$ cat config.mk
export PLATFORM = sky130hd
export DESIGN_NAME = packed_line_writer
export DESIGN_NICKNAME = d
export VERILOG_FILES = /design/src/rtl/packed_line_writer.sv
export SDC_FILE = /design/constraint.sdc
export NUM_CORES = 2
export LEC_CHECK = 0
export ABC_CLOCK_PERIOD_IN_PS = 25400
export CAP_MARGIN = 20
export CORE_MARGIN = 5
export CORE_UTILIZATION = 40
export DETAILED_ROUTE_END_ITERATION = 7
export GPL_ROUTABILITY_DRIVEN = 0
export SLEW_MARGIN = 20
export SYNTH_ARGS = -nofsm -noshare
export SYNTH_HDL_FRONTEND = slang
export SYNTH_SLANG_ARGS = --single-unit
$ cat constraint.sdc
create_clock -name clock -period 25.4 [get_ports clock]
set_clock_uncertainty 0.1 [all_clocks]
set_input_delay 5.08 -clock clock [delete_from_list [all_inputs] [get_ports clock]]
set_output_delay 5.08 -clock clock [all_outputs]
set_load 0.05 [all_outputs]
$ cat src/rtl/packed_line_writer.sv
// packed_line_writer
//
// Sits directly behind the relational-cache packer. Packed 64-byte lines
// arrive on a one-cycle activate pulse and are buffered in a small line FIFO.
// Each buffered line is written to the next destination address as a
// single-beat AXI4 write. A flush request captures the packer's partial
// residual line, writes it with only its valid leading bytes strobed, and
// returns a `consumed` pulse to the packer.
//
// Ports:
//   clock, resetn       system clock, synchronous active-low reset
//   start, dst_base     begin a run at a 64-byte aligned destination
//   line_valid,
//   line_data           packer activate pulse and packed line (MSB byte first)
//   flush, flush_bytes  residual line request and its byte count (0..64)
//   consumed            pulse back to the packer once the residual is taken
//   m_aw*, m_w*, m_b*   AXI4 write master (address, data, response channels)
//   busy, done          run in progress / one-cycle completion pulse
//   lines_written       completed B responses since start (saturating)
//   overflow, error     sticky: line dropped on full FIFO / nonzero bresp
module packed_line_writer #(
   parameter int DATA_WIDTH = 128,
   parameter int ADDR_WIDTH = 32,
   parameter int FIFO_DEPTH = 4
) (
   input  logic                      clock,
   input  logic                      resetn,
   input  logic                      start,
   input  logic [ADDR_WIDTH-1:0]     dst_base,
   input  logic                      line_valid,
   input  logic [4*DATA_WIDTH-1:0]   line_data,
   input  logic                      flush,
   input  logic [6:0]                flush_bytes,
   output logic                      consumed,
   output logic [ADDR_WIDTH-1:0]     m_awaddr,
   output logic [7:0]                m_awlen,
   output logic [2:0]                m_awsize,
   output logic                      m_awvalid,
   input  logic                      m_awready,
   output logic [4*DATA_WIDTH-1:0]   m_wdata,
   output logic [DATA_WIDTH/2-1:0]   m_wstrb,
   output logic                      m_wlast,
   output logic                      m_wvalid,
   input  logic                      m_wready,
   input  logic [1:0]                m_bresp,
   input  logic                      m_bvalid,
   output logic                      m_bready,
   output logic                      busy,
   output logic                      done,
   output logic [31:0]               lines_written,
   output logic                      overflow,
   output logic                      error
);

   localparam int LW = 4 * DATA_WIDTH;
   localparam int SW = LW / 8;
   localparam int PW = $clog2(FIFO_DEPTH);
   localparam int CW = PW + 1;
   localparam int EW = LW + SW;
   localparam logic [6:0]            LINE_BYTES  = 7'(SW);
   localparam logic [ADDR_WIDTH-1:0] LINE_STRIDE = ADDR_WIDTH'(SW);

   typedef enum logic [1:0] {
      S_IDLE,
      S_AW,
      S_W,
      S_B
   } state_t;

   state_t                state_q, state_d;
   logic [ADDR_WIDTH-1:0] addr_q, addr_d;
   logic                  busy_q, busy_d;
   logic                  done_q, done_d;
   logic                  done_pend_q, done_pend_d;
   logic [31:0]           lines_q, lines_d;
   logic                  overflow_q, overflow_d;
   logic                  error_q, error_d;
   logic                  consumed_q, consumed_d;
   logic                  flush_pend_q, flush_pend_d;
   logic [6:0]            flush_n_q, flush_n_d;
   logic [PW-1:0]         wr_ptr_q, wr_ptr_d;
   logic [PW-1:0]         rd_ptr_q, rd_ptr_d;
   logic [CW-1:0]         count_q, count_d;
   logic [EW-1:0]         mem_q [FIFO_DEPTH];

   logic          fifo_full, fifo_empty;
   logic          push, pop;
   logic [EW-1:0] push_entry;
   logic [EW-1:0] head_entry;
   logic [6:0]    flush_n_new, flush_n_eff;
   logic          flush_req, flush_done, flush_enq;
   logic [SW-1:0] flush_strb;
   logic          b_fire;

   // The destination is line aligned, so the low address bits carry nothing.
   logic unused_dst_low;
   assign unused_dst_low = ^dst_base[5:0];

   assign fifo_full  = (count_q == CW'(FIFO_DEPTH));
   assign fifo_empty = (count_q == '0);
   assign head_entry = mem_q[rd_ptr_q];
   assign b_fire     = (state_q == S_B) && m_bvalid;

   // Flush acceptance. A flush that lands together with a full line waits in
   // flush_pend_q until a cycle without line_valid, so the two never compete
   // for the FIFO write port. A nonzero residual also waits for a free slot;
   // the packer keeps presenting the residual on line_data until consumed.
   always_comb begin
      flush_n_new  = (flush_bytes > LINE_BYTES) ? LINE_BYTES : flush_bytes;
      flush_n_eff  = flush_pend_q ? flush_n_q : flush_n_new;
      flush_req    = flush_pend_q || flush;
      flush_done   = flush_req && !line_valid && ((flush_n_eff == 7'd0) || !fifo_full);
      flush_enq    = flush_done && (flush_n_eff != 7'd0);
      flush_strb   = ~({SW{1'b1}} >> flush_n_eff);
      flush_pend_d = flush_pend_q;
      flush_n_d    = flush_n_q;
      if (flush_done) begin
         flush_pend_d = 1'b0;
      end else if (flush && !flush_pend_q) begin
         flush_pend_d = 1'b1;
         flush_n_d    = flush_n_new;
      end
   end

   // Line FIFO bookkeeping. Push sources are exclusive because a flush is
   // never enqueued in a cycle carrying line_valid.
   always_comb begin
      push       = (line_valid && !fifo_full) || flush_enq;
      pop        = (state_q == S_W) && m_wready;
      push_entry = line_valid ? {line_data, {SW{1'b1}}} : {line_data, flush_strb};
      wr_ptr_d   = push ? wr_ptr_q + PW'(1) : wr_ptr_q;
      rd_ptr_d   = pop  ? rd_ptr_q + PW'(1) : rd_ptr_q;
      count_d    = count_q + CW'(push) - CW'(pop);
   end

   // Write FSM next state. From B it returns straight to AW when another
   // line is waiting, which keeps a zero-wait slave at three cycles per line.
   always_comb begin
      state_d = state_q;
      case (state_q)
         S_IDLE: if (busy_q && !fifo_empty) state_d = S_AW;
         S_AW:   if (m_awready)             state_d = S_W;
         S_W:    if (m_wready)              state_d = S_B;
         S_B: begin
            if (m_bvalid) begin
               state_d = (busy_q && !fifo_empty) ? S_AW : S_IDLE;
            end
         end
         default: state_d = S_IDLE;
      endcase
   end

   // AXI outputs follow the state directly, so valids hold until handshake.
   always_comb begin
      m_awaddr  = addr_q;
      m_awlen   = 8'd0;
      m_awsize  = 3'd6;
      m_awvalid = (state_q == S_AW);
      m_wvalid  = (state_q == S_W);
      m_wlast   = (state_q == S_W);
      m_bready  = (state_q == S_B);
      m_wdata   = (state_q == S_W) ? head_entry[SW +: LW] : '0;
      m_wstrb   = (state_q == S_W) ? head_entry[SW-1:0]  : '0;
   end

   // Run control, address advance, counters and sticky flags. done is only
   // raised while busy, and clearing busy with it prevents a second pulse.
   always_comb begin
      busy_d      = busy_q;
      addr_d      = addr_q;
      lines_d     = lines_q;
      overflow_d  = overflow_q;
      error_d     = error_q;
      done_pend_d = done_pend_q;
      done_d      = 1'b0;
      consumed_d  = flush_enq;
      if (start && !busy_q) begin
         busy_d     = 1'b1;
         addr_d     = {dst_base[ADDR_WIDTH-1:6], 6'b0};
         lines_d    = '0;
         overflow_d = 1'b0;
         error_d    = 1'b0;
      end
      if (line_valid && fifo_full) begin
         overflow_d = 1'b1;
      end
      if (b_fire) begin
         addr_d = addr_q + LINE_STRIDE;
         if (lines_q != 32'hFFFF_FFFF) begin
            lines_d = lines_q + 32'd1;
         end
         if (m_bresp != 2'b00) begin
            error_d = 1'b1;
         end
      end
      if (busy_q && done_pend_q && fifo_empty && (state_q == S_IDLE)) begin
         done_d      = 1'b1;
         busy_d      = 1'b0;
         done_pend_d = 1'b0;
      end
      if (flush_done) begin
         done_pend_d = 1'b1;
      end
   end

   always_ff @(posedge clock) begin
      if (!resetn) begin
         state_q      <= S_IDLE;
         addr_q       <= '0;
         busy_q       <= 1'b0;
         done_q       <= 1'b0;
         done_pend_q  <= 1'b0;
         lines_q      <= '0;
         overflow_q   <= 1'b0;
         error_q      <= 1'b0;
         consumed_q   <= 1'b0;
         flush_pend_q <= 1'b0;
         flush_n_q    <= '0;
         wr_ptr_q     <= '0;
         rd_ptr_q     <= '0;
         count_q      <= '0;
      end else begin
         state_q      <= state_d;
         addr_q       <= addr_d;
         busy_q       <= busy_d;
         done_q       <= done_d;
         done_pend_q  <= done_pend_d;
         lines_q      <= lines_d;
         overflow_q   <= overflow_d;
         error_q      <= error_d;
         consumed_q   <= consumed_d;
         flush_pend_q <= flush_pend_d;
         flush_n_q    <= flush_n_d;
         wr_ptr_q     <= wr_ptr_d;
         rd_ptr_q     <= rd_ptr_d;
         count_q      <= count_d;
      end
   end

   // Storage needs no reset: emptiness is tracked by the pointers and count.
   always_ff @(posedge clock) begin
      if (push) begin
         mem_q[wr_ptr_q] <= push_entry;
      end
   end

   assign busy          = busy_q;
   assign done          = done_q;
   assign lines_written = lines_q;
   assign overflow      = overflow_q;
   assign error         = error_q;
   assign consumed      = consumed_q;

endmodule

==> summary.txt <==
Synth
  – Post-synthesis xor/xnor area fraction: 0.000764
  – Synth Register Bits: 2387
  – Primary FF master, synth: edfxtp_1
  – Largest family of logic cells by synthesized area: multiplexers
  – Ys Warns: 0
  – Area contributors post-synth: edfxtp_1 75%, mux4_2 14%, and2_1 4.0%
  – Post-synth EDFFs: 2304
  – Cell Area, Synth: 91700 µm²
  – Multiplexer area fraction after synthesis: 0.142
  – Gate Count Post-Synth: 4331
  – Post-synth top area share: 0.755
  – Synth unique cells: 65
  – Synth area leader: edfxtp_1
  – Adder-cell share of the synthesized area: 0.00199
  – Asr flop ratio synth: 0
  – Simple-gate portion of the synthesized area: 0.0555
  – Post-synthesis average cell area: 21.2 µm²
  – Post-synthesis compound-gate area fraction: 0.0136
  – Post-synthesis sequential area ratio: 0.773

Detailed routing
  – DR vias: 47000
  – Routed WL per cell: 28.1 µm
  – DR pass1 iterations: 8
  – Antenna Nets Post-Route: 0
  – DRC violations left: 0
  – Routed wire length: 249000 µm
  – Drt via density: 5.31
  – Initial DRC count: 3701

CTS
  – CTS max path bufs: 3
  – Reg clk slew, reported paths: 0.06 ns
  – CTS buffer count: 241
  – CTS H-tree depth: 4
  – CTS tree: done
  – Clock Latency Late Sink: 0.86 ns
  – CTS-repair resized insts: 0
  – CTS Hold Bufs: 0
  – Post-CTS Setup Bufs: 0
  – CTS root buf: clkbuf_16
  – Clk sink count: 2387

Place
  – Placed Area: 107000 µm²
  – Placed Cells: 8369
  – PortBufs: 1197
  – Post-DP HPWL: 163000 µm

Cells and area
  – Most common cell after layout, fill and taps aside: edfxtp_1
  – Layout Cells excl Fill: 8862
  – Synthesis-to-layout area growth: 25.2%
  – Most frequent cells in the layout: 2304 x edfxtp_1, 1197 x clkdlybuf4s50_1, 589 x and2_1
  – NumNets Final: 6178
  – Layout cells sized above 1: 0.171
  – Final Instance Area: 115000 µm²

Global route
  – Vias in the first global route: 48100
  – First-pass GRT wire length: 353000 µm
  – Initial antenna violation count: 126
  – Largest net degree at the start of global routing: 195
  – GRT Residual Overflow: 0
  – GRT Total Usage: 0.204

Status
  – Status: complete, no violations

Min path
  – Worst Hold End: done_pend_q
  – Hold_sp: done_pend_q
  – Hold Path Depth: 2
  – Hold Crit Class: reg -> reg

Worst setup path
  – Critical path type: in -> reg
  – RR Endpoint: mem_q[2][230]
  – Crit path capture type: flop
  – R2R depth: 10
  – Worst EP required: 25.77 ns
  – FF-to-FF setup slack: 18.02 ns
  – R2R Path Start: flush_pend_q
  – Kind of start point of the critical path: input pin
  – Max FO, Critical Path: 62
  – Critical path arrival: 11.90 ns

Power and ir drop
  – Cell area power density: 102 nW/µm²
  – Overall Power: 0.0117 W
  – Peak supply drop: 66.9 µV
  – Comb pwr share: 0.237
  – Leak: 35.9 nW
  – Switch Pwr: 0.00348 W
  – Switching share of power: 0.297
  – Pint: 0.00824 W
  – Seq pwr share: 0.470
  – Power share of the clock group: 0.293

STA
  – Post-route minimum period: 11.53 ns
  – TNS Setup: 0 ns
  – Slew @ Worst Pin: 1.18 ns
  – Final Hold Viols: 0
  – Fin crit share: 0.454
  – Final setup fails: 0
  – Hold slack final: 0.369 ns
  – Worst slew margin: 0.216
  – Max Slew Vio Count: 0
  – RSZ-0062 raised after global routing: false
  – FMAX: 86.8 MHz

Die
  – Row cnt: 175
  – Initial Util: 0.403
  – Top Ports: 1221
  – Die Y: 489 µm
  – Core Area: 228000 µm²
  – Die width: 489 µm
  – Full die area: 239000 µm²

Run
  – Max cap viols: 0
-- per-layer routing --
layer	part of all wire	routed length [µm]	vias to the layer above	track usage
met1	0.38	95500	24600	0.255
met3	0.10	25800	467	0.0830
met5	0.0021	516	-	0
met2	0.48	120000	1719	0.327
li1	-	-	20100	-
met4	0.029	7170	78	0.0611
-- through the flow --
step	setup WS, ns	util
2_1_floorplan	5.06	-
3_3_place_gp	12.75	0.470
3_5_place_dp	12.81	0.470
4_1_cts	13.73	0.504
5_1_grt	13.50	0.504
6_report	13.87	0.504
-- cell type report --
cell class / count / area (µm²)
diodes: 42 / 105
repair buffers: 1258 / 12600
clock inverters: 139 / 1290
well taps: 3009 / 3760
inverters: 32 / 120
fillers: 18400 / 113000
clock buffers: 312 / 6390
multi-input cells: 1683 / 19700
flip-flops and latches: 2387 / 70900
-- cell families (layout without fill, tap and decap cells) --
group	Yosys count	count (layout)
compound gates	195	195
xor+xnor	8	8
fa+ha+maj	14	14
buf+inv	276	1741
flops	2387	2387
mux	582	582
other cells	2	59
simple gates	867	867
-- registers in the layout, summed over array words and instances (netlist names), 2 cells and up, named ones only --
name,flops
count_q,3
flush_n_q,7
lines_written,32
m_awaddr,26
mem_q,2304
rd_ptr_q,2
state_q,2
wr_ptr_q,2
-- synth_stat cells, drive strengths merged, types with 13 or more instances --
| master | instances |
|---|---|
| edfxtp | 2304 |
| and2 | 593 |
| mux4 | 576 |
| clkbuf | 127 |
| buf | 117 |
| o21ai | 85 |
| dfxtp | 83 |
| nand2 | 81 |
| nor2 | 61 |
| nand3 | 33 |
| inv | 32 |
| a21oi | 31 |
| nor3 | 24 |
| and3 | 18 |
| nand4 | 14 |
| a211oi | 13 |
| a31oi | 13 |
| ha | 13 |
| o31ai | 13 |
-- critical path, stage by stage --
cell and delay [ns]:
clkdlybuf4s50_1 0.59, nand2b_1 0.27, o21a_1 0.33, and3_1 0.38
a211oi_4 0.49, and2_4 0.70, buf_4 0.68, buf_4 0.88
buf_4 0.79, buf_4 0.64, buf_4 0.79
-- power groups by stage --
| stage | Combinational (W) | Clock, W | Sequential, W |
|---|---|---|---|
| after floorplan | 0.00174 | 0 | 0.00619 |
| after global placement | 0.00285 | 0 | 0.00555 |
| after detailed placement | 0.00284 | 0 | 0.00560 |
| after CTS | 0.00285 | 0.00352 | 0.00552 |
| after global routing | 0.00295 | 0.00369 | 0.00557 |
| final | 0.00278 | 0.00344 | 0.00551 |
-- worst max path at each step --
stage	startpoint	end	slack, ns	depth (start not counted)
final	flush_bytes[6]	mem_q[2][230]	13.87	11
after global routing	flush_bytes[6]	mem_q[2][230]	13.50	11
after CTS	flush_bytes[6]	mem_q[2][468]	13.73	11
after detailed placement	flush_bytes[6]	mem_q[2][234]	12.81	11
after global placement	flush_bytes[6]	mem_q[2][234]	12.75	11
after floorplan	flush_bytes[6]	mem_q[1][0]	5.06	7
(Power assumes the default switching activity.)
